`src/rtl/calc_arbiter.sv`:
```
// calc_arbiter: round-robin sharing of one calculator between requesters A and B,
// with registered outputs and a watchdog that aborts a hung operation.
module calc_arbiter #(
   parameter int W       = 3,
   parameter int TIMEOUT = 255,
   parameter int TW      = 8
) (
   input  logic         clk,
   input  logic         rst,
   input  logic         a_req,
   input  logic [1:0]   a_op,
   input  logic [W-1:0] a_in1,
   input  logic [W-1:0] a_in2,
   output logic         a_gnt,
   output logic         a_done,
   output logic [W-1:0] a_res,
   input  logic         b_req,
   input  logic [1:0]   b_op,
   input  logic [W-1:0] b_in1,
   input  logic [W-1:0] b_in2,
   output logic         b_gnt,
   output logic         b_done,
   output logic [W-1:0] b_res,
   output logic         calc_go,
   output logic [1:0]   calc_op,
   output logic [W-1:0] calc_in1,
   output logic [W-1:0] calc_in2,
   input  logic         calc_done,
   input  logic [W-1:0] calc_out,
   output logic         busy,
   output logic         owner,
   output logic         timeout_err
);
   typedef enum logic [1:0] {IDLE, ISSUE, WAIT, RESP} state_t;
   state_t state, state_n;
   logic ptr, ptr_n, sel_b;
   logic [TW-1:0] wd, wd_n;
   logic a_gnt_n, b_gnt_n, a_done_n, b_done_n, calc_go_n, owner_n, timeout_err_n;
   logic [1:0] calc_op_n;
   logic [W-1:0] a_res_n, b_res_n, calc_in1_n, calc_in2_n, res_v;

   assign sel_b = b_req & (~a_req | ptr);
   // a watchdog abort reports a zero result
   assign res_v = calc_done ? calc_out : '0;

   always_comb begin
      state_n       = state;
      ptr_n         = ptr;
      wd_n          = wd;
      a_gnt_n       = 1'b0;
      b_gnt_n       = 1'b0;
      a_done_n      = 1'b0;
      b_done_n      = 1'b0;
      calc_go_n     = 1'b0;
      a_res_n       = a_res;
      b_res_n       = b_res;
      calc_op_n     = calc_op;
      calc_in1_n    = calc_in1;
      calc_in2_n    = calc_in2;
      owner_n       = owner;
      timeout_err_n = timeout_err;
      case (state)
         IDLE: if (a_req | b_req) begin
            state_n    = ISSUE;
            owner_n    = sel_b;
            a_gnt_n    = ~sel_b;
            b_gnt_n    = sel_b;
            calc_op_n  = sel_b ? b_op : a_op;
            calc_in1_n = sel_b ? b_in1 : a_in1;
            calc_in2_n = sel_b ? b_in2 : a_in2;
         end
         ISSUE: begin
            state_n   = WAIT;
            calc_go_n = 1'b1;
            wd_n      = '0;
         end
         WAIT: begin
            wd_n = wd + 1'b1;
            if (calc_done || wd_n == TW'(TIMEOUT)) begin
               state_n       = RESP;
               ptr_n         = ~owner;
               a_done_n      = ~owner;
               b_done_n      = owner;
               timeout_err_n = timeout_err | ~calc_done;
               a_res_n       = owner ? a_res : res_v;
               b_res_n       = owner ? res_v : b_res;
            end
         end
         // linger while Done is still high so it cannot leak into the next transaction
         default: state_n = calc_done ? RESP : IDLE;
      endcase
   end

   always_ff @(posedge clk or negedge rst) begin
      if (!rst) begin
         state       <= IDLE;
         ptr         <= 1'b0;
         wd          <= '0;
         a_gnt       <= 1'b0;
         b_gnt       <= 1'b0;
         a_done      <= 1'b0;
         b_done      <= 1'b0;
         a_res       <= '0;
         b_res       <= '0;
         calc_go     <= 1'b0;
         calc_op     <= '0;
         calc_in1    <= '0;
         calc_in2    <= '0;
         busy        <= 1'b0;
         owner       <= 1'b0;
         timeout_err <= 1'b0;
      end else begin
         state       <= state_n;
         ptr         <= ptr_n;
         wd          <= wd_n;
         a_gnt       <= a_gnt_n;
         b_gnt       <= b_gnt_n;
         a_done      <= a_done_n;
         b_done      <= b_done_n;
         a_res       <= a_res_n;
         b_res       <= b_res_n;
         calc_go     <= calc_go_n;
         calc_op     <= calc_op_n;
         calc_in1    <= calc_in1_n;
         calc_in2    <= calc_in2_n;
         busy        <= state_n != IDLE;
         owner       <= owner_n;
         timeout_err <= timeout_err_n;
      end
   end
endmodule
```
`config.mk`:
```
export PLATFORM = sky130hd
export DESIGN_NAME = calc_arbiter
export DESIGN_NICKNAME = d
export VERILOG_FILES = /design/src/rtl/calc_arbiter.sv
export SDC_FILE = /design/constraint.sdc
export NUM_CORES = 1
export LEC_CHECK = 0
export ABC_AREA = 1
export CORE_ASPECT_RATIO = 1.75
export CORE_MARGIN = 10
export CORE_UTILIZATION = 43
export CTS_CLUSTER_DIAMETER = 30
export DETAILED_ROUTE_END_ITERATION = 16
export GPL_ROUTABILITY_DRIVEN = 0
export HOLD_SLACK_MARGIN = 0.06
export MAX_ROUTING_LAYER = met4
export PLACE_DENSITY_LB_ADDON = 0.05
export SLEW_MARGIN = 20
export SYNTH_ARGS = -nofsm -noshare
export SYNTH_HDL_FRONTEND = slang
export SYNTH_SLANG_ARGS = --single-unit
```
`constraint.sdc`:
```
create_clock -name clk -period 1.6 [get_ports clk]
set_clock_uncertainty 0.15 [all_clocks]
set_input_delay 0.24 -clock clk [delete_from_list [all_inputs] [get_ports clk]]
set_output_delay 0.24 -clock clk [all_outputs]
set_load 0.005 [all_outputs]
```
==> results of run 1 <==
-- metrics by stage --
step           total power [mW]  setup TNS, ns  hold slack, ns  std cells
3_5_place_dp              2.901         -1.319          0.3140        285
2_1_floorplan             2.040        -0.2799         -0.2056        184
4_1_cts                   3.615        -0.9814          0.1744        296
3_3_place_gp              2.857        -0.7494          0.3084        285
5_1_grt                   3.940         -2.371          0.1759        298
6_report                  3.653         -1.149          0.1722        298
-- power by group through the flow --
stage / sequential [mW] / combinational (mW) / clock, mW
finish: 1.29 / 1.74 / 0.624
CTS: 1.29 / 1.68 / 0.643
floorplan: 1.31 / 0.730 / 0
detailed placement: 1.30 / 1.60 / 0
global placement: 1.30 / 1.56 / 0
global route: 1.32 / 1.94 / 0.678
-- per-layer routing --
| layer | vias to the layer above | wire (um) | part of all wire |
|---|---|---|---|
| met5 | - | 0 | 0 |
| met4 | 0 | 114 | 0.027 |
| met3 | 12 | 151 | 0.035 |
| met2 | 36 | 2402 | 0.56 |
| met1 | 689 | 1600 | 0.37 |
| li1 | 719 | - | - |
-- final cells by class --
class / instances / area, um^2
clock buffers: 7 / 86.33
fillers: 319 / 1181
inverters: 23 / 86.33
multi-input cells: 126 / 808.3
flip-flops and latches: 33 / 828.3
well taps: 46 / 57.56
repair buffers: 63 / 616.8
-- cells in the final DEF (no fill, tap or decap) --
cell type | netlist | final
clkdlybuf4s50_1 | 0 | 44
nand2_1 | 47 | 42
dfrtp_1 | 33 | 31
inv_1 | 20 | 19
buf_4 | 0 | 15
o21ai_0 | 12 | 12
nor2_1 | 13 | 12
nand2_2 | 7 | 11
o21ai_1 | 11 | 10
nand4_1 | 6 | 6
clkbuf_8 | 0 | 6
nor2_4 | 2 | 5
o22ai_1 | 5 | 5
inv_2 | 3 | 4
ha_1 | 6 | 4
nand3_1 | 4 | 3
nand3_4 | 2 | 3
nand2_4 | 2 | 3
nand2_8 | 1 | 2
ha_4 | 0 | 2
dfrtp_2 | 0 | 2
buf_12 | 0 | 2
nand3_2 | 1 | 1
o21ai_2 | 0 | 1
nor2_2 | 3 | 1
o21bai_1 | 1 | 1
o21bai_4 | 0 | 1
xor2_1 | 1 | 1
clkbuf_1 | 2 | 1
dlymetal6s2s_1 | 0 | 1
buf_6 | 1 | 1
-- what timing repair did --
action,4_1_cts,5_1_grt
pin swaps,5,2
gates cloned,1,0
buffers inserted,3,2
endpoints found under the setup margin,13,14
gates resized for setup,12,10
-- sequential cells by signal, summed over array words and instances, names as in the netlist --
name,flops
timeout_err,1
b_done,1
busy,1
calc_in2,3
b_gnt,1
a_gnt,1
b_res,3
calc_go,1
a_res,3
ptr,1
wd,8
calc_in1,3
a_done,1
calc_op,2
state,2
owner,1
-- cells by family after synthesis --
| kind of cell | count (synthesis) |
|---|---|
| AOI/OAI and AO/OA | 30 |
| adders and majority gates | 6 |
| and+or+nand+nor | 88 |
| DFF | 33 |
| xor gates and xnor gates | 1 |
| buffers and inverters | 26 |
-- worst paths after layout --
kind                                       from                       to  slack (ns)  cells after the start
max in group asynchronous                   rst        owner$_DFFE_PN0P_        0.93                      2
setup reg to reg              wd[1]$_DFFE_PN0P_     a_res[0]$_DFFE_PN0P_       -0.14                     12
hold / removal                              rst  calc_in1[0]$_DFFE_PN0P_        0.17                      2
setup / recovery              wd[1]$_DFFE_PN0P_     a_res[0]$_DFFE_PN0P_       -0.14                     12
min in group clk           b_res[2]$_DFFE_PN0P_     b_res[2]$_DFFE_PN0P_        0.33                      2
hold reg to reg            b_res[2]$_DFFE_PN0P_     b_res[2]$_DFFE_PN0P_        0.33                      2
-- worst register-to-register path, stage by stage (launching register included) --
cell	delay, ns
dfrtp_1	0.42
ha_4	0.19
inv_1	0.06
nand2_2	0.08
nand2_2	0.08
nor2_4	0.09
nand3_2	0.08
nor2_4	0.10
nand2_4	0.08
nand2_8	0.09
nand3_4	0.10
nand2_2	0.07
nand2_1	0.05
==> results.tsv, run 1 <==
metric	value	unit
CTS buffer count	5	
Avg Inst Size Synth	8.888	um^2
Post-Synth Adder-Cell Area	0.04591	
largest area contributor in the netlist	dfrtp_1	
fmax	574.4	MHz
Slew Limit Fails	0	
final WL	4269	um
Reg power frac	0.352	
period utilization	1.088	
global-route wire length before repair	7203	um
final core utilization	0.6777	
failing checks	setup timing	
Residual DRC	0	
row count	29	
main combinational cell family by area after synthesis	simple AND/OR/NAND/NOR gates	
H-Tree Depth	2	
First-pass DRT Iterations	4	
Synth Warn #	0	
GRT overflow	0	
Top FF cell, synth	dfrtp_1	
CP Cell Sequence	ha_4 > inv_1 > nand2_2 > nand2_2 > nor2_4 > nand3_2 > nor2_4 > nand2_4 > nand2_8 > nand3_4 > nand2_2 > nand2_1	
layout cells sized above 1	0.2381	
top-area cell type share of the netlist area	0.5050	
FFs w/ async S/R, synth	1.000	
placed inst area	2242	um^2
compound-gate portion of the synthesized area	0.1010	
Comb power frac	0.477	
CP most frequent cell	nand2_2	
top cell family by delay on the critical path	simple AND/OR/NAND/NOR gates	
post-synthesis net count	214	
Setup CP Type	flop to flop	
CP startpoint kind	flop	
GR Util met2	0.2500	
mux cell area share after synthesis	0	
Core Area	3665	um^2
dpl hpwl	3270	um
top cells by count, synth	nand2_1, dfrtp_1, inv_1	
post-route antenna net violation count	0	
Post-synth EDFFs	0	
sw frac	0.3546	
grt met3 use	0.03867	
initial antenna violation count	0	
CTS tree	yes	
final hold vios	0	
grt met1 use	0.1339	
Cells after Synth	184	
Worst Path Required	1.62	ns
HP Class	input port to asynchronous set/reset pin	
root cell of the clock tree	clkbuf_8	
wire per inst	14.33	um
Slew Limit Headroom	0.8138	
number of global-route vias before repair	1598	
diode count	0	
Cell Pwr Density	1471	nW/um^2
max_cap viols	0	
worst slew pin tran	0.2786	ns
Pint	2.358	mW
post-route design area	2484	um^2
hold buffer count at CTS	0	
busiest grt layer	met2	
I/O Pins	46	
Post-Synth Simple-Gate Area	0.2785	
status	finished with violations	
Leak Pwr	1.143	nW
Netlist cell types	23	
Clk pwr share	0.171	
XOR/XNOR Fraction of Synth Area	0.005356	
sequential share of the synthesized area	0.5050	
Period minus WS final	1.741	ns
VDD IR-drop max	0.001038	V
area grow syn2layout	51.87	%
Die Area	6767	um^2
Final Worst Setup Slack	-0.1410	ns
largest cells by area after synthesis	dfrtp_1, nand2_1, ha_1	
WP data arrival	1.76	ns
flops & latches, synth	33	
Nets	282	
DR vias/cell	4.886	
port bufs	45	
clk buf depth	2	
RSZ-0062 raised after global routing	yes	
worst-skew pair later-pin latency	0.28	ns
mapped cell area	1635	um^2
largest net degree at the start of global routing	34	
Die H	101.6	um
CTS Sinks	33	
total number of vias	1456	
worst-path fanout max	5	
Buf+Inv Stages, Crit Path	1	
Initial Util	0.4462	
gr usage total	0.1408	
Switching Power	1.295	mW
slowest stage delay, CP	0.42	ns
dpl ws	-0.1621	ns
clock-pin slew on the worst setup and hold paths	0.06	ns
count leader, synth	nand2_1	
Initial DRC Count	49	
Die W	66.62	um
Worst path slowest cell	dfrtp_1	
crit path capture type	flop	
Setup-failing EPs final	12	
Power figures use the tool's default switching activity.
==> inputs of run 2 (changes only) <==
--- a/config.mk
+++ b/config.mk
@@ -7,7 +7,6 @@
 export LEC_CHECK = 0
 export ABC_AREA = 1
 export CORE_ASPECT_RATIO = 1.75
-export CORE_MARGIN = 10
 export CORE_UTILIZATION = 43
 export CTS_CLUSTER_DIAMETER = 30
 export DETAILED_ROUTE_END_ITERATION = 16
@@ -15,6 +14,7 @@
 export HOLD_SLACK_MARGIN = 0.06
 export MAX_ROUTING_LAYER = met4
 export PLACE_DENSITY_LB_ADDON = 0.05
+export SKIP_LAST_GASP = 1
 export SLEW_MARGIN = 20
 export SYNTH_ARGS = -nofsm -noshare
 export SYNTH_HDL_FRONTEND = slang
==> results.tsv, run 2 (same netlist as run 1, synthesis figures left out) <==
metric	value	unit	change
H-Tree Depth	2		unchanged
final hold vios	0		unchanged
VDD IR-drop max	0.001099	V	+5.8%
layout cells sized above 1	0.2619		+0.02381
max_cap viols	0		unchanged
Die H	83.58	um	-18%
Clk pwr share	0.175		+0.004
GRT overflow	0		unchanged
diode count	0		unchanged
global-route wire length before repair	6520	um	-9.5%
initial antenna violation count	0		unchanged
worst-skew pair later-pin latency	0.28	ns	about the same
Period minus WS final	1.753	ns	+0.01161 ns
Fill cells	297		-6.9%
R2R Path Start	wd[0]$_DFFE_PN0P_		
number of global-route vias before repair	1520		-4.9%
Setup-failing EPs final	12		unchanged
CP most frequent cell	nand2_1		
CP startpoint kind	flop		
R2R Setup Slk	-0.15	ns	about the same
root cell of the clock tree	clkbuf_8		
CTS tree	yes		
Leak Pwr	1.134	nW	-0.84%
Biggest register	wd		
dpl hpwl	2884	um	-12%
sw frac	0.3622		+0.007616
Min Hold Slack	0.1729	ns	+0.0006520 ns
Slew Limit Fails	0		unchanged
CTS Sinks	33		unchanged
Pint	2.322	mW	-1.5%
gr usage total	0.2148		+0.07400
Reg power frac	0.358		+0.006
wire per inst	13.49	um	-5.8%
period utilization	1.095		+0.007254
worst-path fanout max	5		unchanged
WP data arrival	1.77	ns	about the same
Slew Limit Headroom	0.8149		+0.001060
Buf+Inv Stages, Crit Path	1		unchanged
largest net degree at the start of global routing	34		unchanged
Nets	282		unchanged
CTS buffer count	5		unchanged
max FFs per register	8		unchanged
DR vias/cell	4.909		+0.48%
most frequent cells in the layout	clkdlybuf4s50_1, nand2_1, dfrtp_1		
HP Class	input port to asynchronous set/reset pin		
fmax	570.6	MHz	-0.66%
slowest stage delay, CP	0.43	ns	about the same
Final Worst Setup Slack	-0.1526	ns	-0.01161 ns
Reg-to-Reg End	a_res[1]$_DFFE_PN0P_		
Initial DRC Count	29		-41%
RSZ-0062 raised after global routing	yes		
First-pass DRT Iterations	4		unchanged
status	finished with violations		
final WL	4021	um	-5.8%
Switching Power	1.319	mW	+1.8%
Die W	48.62	um	-27%
port bufs	45		unchanged
worst slew pin tran	0.2774	ns	-0.001222 ns
dpl ws	-0.1276	ns	+0.03451 ns
clk buf depth	2		unchanged
Worst Path Required	1.62	ns	about the same
I/O Pins	46		unchanged
crit path capture type	flop		
final core utilization	0.6859		+0.008156
Setup CP Type	flop to flop		
Core Area	3628	um^2	-0.99%
Cell Pwr Density	1463	nW/um^2	-0.53%
Worst path slowest cell	dfrtp_1		
clock-pin slew on the worst setup and hold paths	0.07	ns	about the same
post-route antenna net violation count	0		unchanged
Die Area	4063	um^2	-40%
total number of vias	1463		+0.48%
failing checks	setup timing		
CP Cell Sequence	inv_2 > ha_4 > nand2_1 > nor2_2 > nand3_2 > nor2_4 > nand2_4 > nand2_8 > nand3_4 > nand2_2 > nand2_1		
Residual DRC	0		unchanged
area grow syn2layout	52.18	%	
Comb power frac	0.467		-0.010
Initial Util	0.4507		+0.004462
R2R depth	11		-1
most common cell after layout, fill and taps aside	clkdlybuf4s50_1		
top cell family by delay on the critical path	simple AND/OR/NAND/NOR gates		
row count	29		unchanged
## run 2: how the worst max path moves through the flow
stage	startpoint	endpoint	cells past startpoint
2_1_floorplan	wd[0]$_DFFE_PN0P_	a_res[0]$_DFFE_PN0P_	12
3_3_place_gp	wd[0]$_DFFE_PN0P_	a_res[1]$_DFFE_PN0P_	12
3_5_place_dp	wd[0]$_DFFE_PN0P_	a_res[1]$_DFFE_PN0P_	12
4_1_cts	wd[1]$_DFFE_PN0P_	a_res[1]$_DFFE_PN0P_	12
5_1_grt	wd[0]$_DFFE_PN0P_	a_res[1]$_DFFE_PN0P_	12
6_report	wd[0]$_DFFE_PN0P_	a_res[1]$_DFFE_PN0P_	11
## run 2: cell type report
type                       instances  area, um^2  area share
clock buffer                       7       86.33     0.03469
inverter                          23       86.33     0.03469
multi-input combinational        126       825.8      0.3318
sequential                        33       828.3      0.3328
tap                               46       57.56     0.02313
timing repair buffer              63       604.3      0.2428
## run 2: power by group through the flow
stage / Combinational, mW / Sequential [mW] / Clock (mW)
detailed placement: 1.57 / 1.30 / 0
CTS: 1.61 / 1.29 / 0.651
global route: 1.88 / 1.33 / 0.682
global placement: 1.52 / 1.29 / 0
floorplan: 0.730 / 1.31 / 0
finish: 1.70 / 1.30 / 0.638
## run 2: metrics by stage
| step | setup TNS (ns) | area, um^2 | instances | power, mW |
|---|---|---|---|---|
| final | -1.211 | 2489 | 298 | 3.641 |
| after global routing | -2.460 | 2489 | 298 | 3.895 |
| after CTS | -0.9236 | 2360 | 293 | 3.558 |
| after detailed placement | -0.9617 | 2242 | 285 | 2.876 |
| after global placement | -0.6315 | 2242 | 285 | 2.817 |
| after floorplan | -0.2799 | 1643 | 184 | 2.040 |
## run 2: repair_timing
| item | in CTS | in global routing |
|---|---|---|
| setup endpoints to repair | 12 | 14 |
| pin swaps | 0 | 9 |
| setup buffers | 1 | 4 |
| gates resized for setup | 6 | 22 |
| hold buffers | 0 | 0 |
| cloned | 0 | 1 |
## run 2: routing by layer
layer / vias to the layer above / global-route usage / wire, um
li1: 721 / - / -
met1: 689 / 0.1976 / 1406
met2: 42 / 0.4053 / 2345
met3: 11 / 0.05100 / 154
met4: 0 / 0.09091 / 115
met5: - / - / 0
## run 2: worst reg2reg max path, stage by stage, from the launching register on
cell and delay, ns:
dfrtp_1 0.43, inv_2 0.14, ha_4 0.15, nand2_1 0.06
nor2_2 0.12, nand3_2 0.08, nor2_4 0.11, nand2_4 0.08
nand2_8 0.10, nand3_4 0.10, nand2_2 0.08, nand2_1 0.05
==> inputs of run 3 (changes only) <==
--- a/config.mk
+++ b/config.mk
@@ -6,6 +6,7 @@
 export NUM_CORES = 1
 export LEC_CHECK = 0
 export ABC_AREA = 1
+export CAP_MARGIN = 5
 export CORE_ASPECT_RATIO = 1.75
 export CORE_UTILIZATION = 43
 export CTS_CLUSTER_DIAMETER = 30
==> results of run 3 <==
No change in the layout: final DEF, timing and power equal those of run 2.
==> RTL edit, RTL diff (flow settings as in run 3) <==
Encoding of `state_t`: now Gray code (2 bits for 4 states).
--- a/src/rtl/calc_arbiter.sv
+++ b/src/rtl/calc_arbiter.sv
@@ -32,5 +32,5 @@
    output logic         timeout_err
 );
-   typedef enum logic [1:0] {IDLE, ISSUE, WAIT, RESP} state_t;
+   typedef enum logic [1:0] {IDLE = 2'b00, ISSUE = 2'b01, WAIT = 2'b11, RESP = 2'b10} state_t;
    state_t state, state_n;
    logic ptr, ptr_n, sel_b;
Behaviour: no difference found for any inputs over 10 cycles, from zero or initial values and one cycle with rst low; not proved beyond that.
==> RTL edit against run 3 <==
- power down 2.0%
- cell area decreased by 6.4%
- highest routed layer unchanged
- area after synthesis fell by 5.1%
- setup slack got worse by 0.021 ns
- cell count decreased by 3.0%
- routed wire length fell by 2.2%
- the run still ends with setup timing left
- count of clock-buffer cells in the layout unchanged
- critical endpoint unchanged
- sequential cell count unchanged
==> RTL edit: results (changes against run 3) <==
status finished, violations left (unchanged); violated checks setup timing (unchanged); fraction of layout cells with a size suffix above 1 22.13% (was 26.19%); Synth top cells by count 46 x nand2_1, 33 x dfrtp_1, 19 x o21ai_1, 17 x inv_1, 15 x nor2_1 (was 47 x nand2_1, 33 x dfrtp_1, 20 x inv_1, 13 x nor2_1, 12 x o21ai_0); port bufs 45 (unchanged); Cell Int Power 0.002323 W (was 0.002322 W); Synth async-reset ratio 100.0% (unchanged); Mapped Nets 203 (was 214); Yosys Warn Count 0 (unchanged); Highest Signal Layer met4 (unchanged); Synth area leaders dfrtp_1 53%, nand2_1 11%, o21ai_1 6.1%, inv_1 4.1%, nor2_1 3.6% (was dfrtp_1 50%, nand2_1 11%, ha_1 4.6%, inv_1 4.6%, o21ai_0 3.7%); Clock Latency Late Sink 0.28 ns (about the same); Seq/Total Area, Yosys 53.23% (was 50.50%); cell count after placement 276 (was 285); M1 WL 1.516 mm (was 1.406 mm); comb pwr 0.00155 W (was 0.00170 W); Seq pwr share 39.1% (was 35.8%); initial antenna violation count 0 (unchanged); Largest Register wd (unchanged); drt pass-1 iters 4 (unchanged); GRT met1 Usage 25.36% (was 19.76%); Core Area 3398 um2 (was 3628 um2); vias per cell 5.118 (was 4.909); WL met2 2.244 mm (was 2.345 mm); post-CTS sizing 4 (was 6); critical-path maximum fanout 5 (unchanged); layout net count 270 (was 282); Post-CTS Setup Repair Bufs 2 (was 1); final setup TNS -1.385 ns (was -1.211 ns); max FFs per register 8 (unchanged); first-pass GRT wire length 6.279 mm (was 6.520 mm); routed wl met3 105 um (was 154 um); Fill cells 296 (was 297); Max-slew headroom 79.50% (was 81.49%); static leakage 1.078 nW (was 1.134 nW); Max IR drop VDD 811.4 uV (was 1099 uV); CP arrival 1.79 ns (was 1.77 ns); Longest Clk Path Bufs 2 (unchanged); htree depth 2 (unchanged); clock-pin slew on the worst setup and hold paths 0.06 ns; total routing usage reported by global routing 23.55% (was 21.48%); met3 usage 5.275% (was 5.100%); via count 1479 (was 1463); vias in the first global route 1434 (was 1520); Syn Area/Cell 8.765 um2 (was 8.888 um2); post-route setup slack -0.1739 ns (was -0.1526 ns); total CTS buffers 5 (unchanged); Sw Share 34.91% (was 36.22%); Worst Hold Class input pin to async pin (unchanged); number of antenna diodes 0 (unchanged); Yosys cell types 23 (unchanged); WL/cell 13.61 um (was 13.49 um); Crit-path slowest cell dfrtp_1 (unchanged); met2 usage 40.41% (was 40.53%); largest net degree at the start of global routing 34 (unchanged); CTS Hold Buffers Added 0 (unchanged); number of setup violations in the final report 11 (was 12); detailed placement HPWL 2.902 mm (was 2.884 mm)
-- RTL edit: changes by cell type in the layout (fill, tap and decap cells not counted), moves of 3 or more --
cell	change
ha_1	-3
nand2_2	-4
nor2_1	+3
o21ai_0	-9
o21ai_1	+9
-- RTL edit: logic make-up (layout without fill, tap and decap cells) --
kind of cell	count (synthesis)	count (layout)	share of synthesized area, %
AO/OA/AOI/OAI	32	32	11.53
adder cells (fa/ha/maj)	2	2	1.613
flip-flops	33	33	53.23
buffers and inverters	24	90	5.887
AND/OR/NAND/NOR	86	87	27.74
-- RTL edit: worst paths after layout --
| path | slack, ns | end | from | depth (start not counted) |
|---|---|---|---|---|
| max | -0.17 | a_res[1] | wd[1] | 11 |
| min in group clk | 0.32 | a_res[2] | a_res[2] | 2 |
| min reg2reg | 0.32 | a_res[2] | a_res[2] | 2 |
| max in group asynchronous | 0.93 | owner | rst | 2 |
| min | 0.18 | wd[0] | rst | 2 |
| max reg2reg | -0.17 | a_res[1] | wd[1] | 11 |
-- RTL edit: final cells by class --
| class | count | area [um2] | share of cell area (%) |
|---|---|---|---|
| Sequential cell | 33 | 827.0 | 35.52 |
| Clock buffer | 7 | 86.33 | 3.708 |
| Tap cell | 45 | 56.30 | 2.418 |
| Multi-Input combinational cell | 121 | 689.4 | 29.61 |
| Timing Repair Buffer | 61 | 586.8 | 25.20 |
| Inverter | 22 | 82.58 | 3.546 |
-- RTL edit: metrics by stage --
stage	utilization (%)	cell area, um2	hold slack [ns]
2_1_floorplan	-	1554	-0.2056
3_3_place_gp	63.18	2147	0.3113
3_5_place_dp	63.18	2147	0.3124
4_1_cts	66.75	2268	0.1813
5_1_grt	68.52	2328	0.1890
6_report	68.52	2328	0.1773
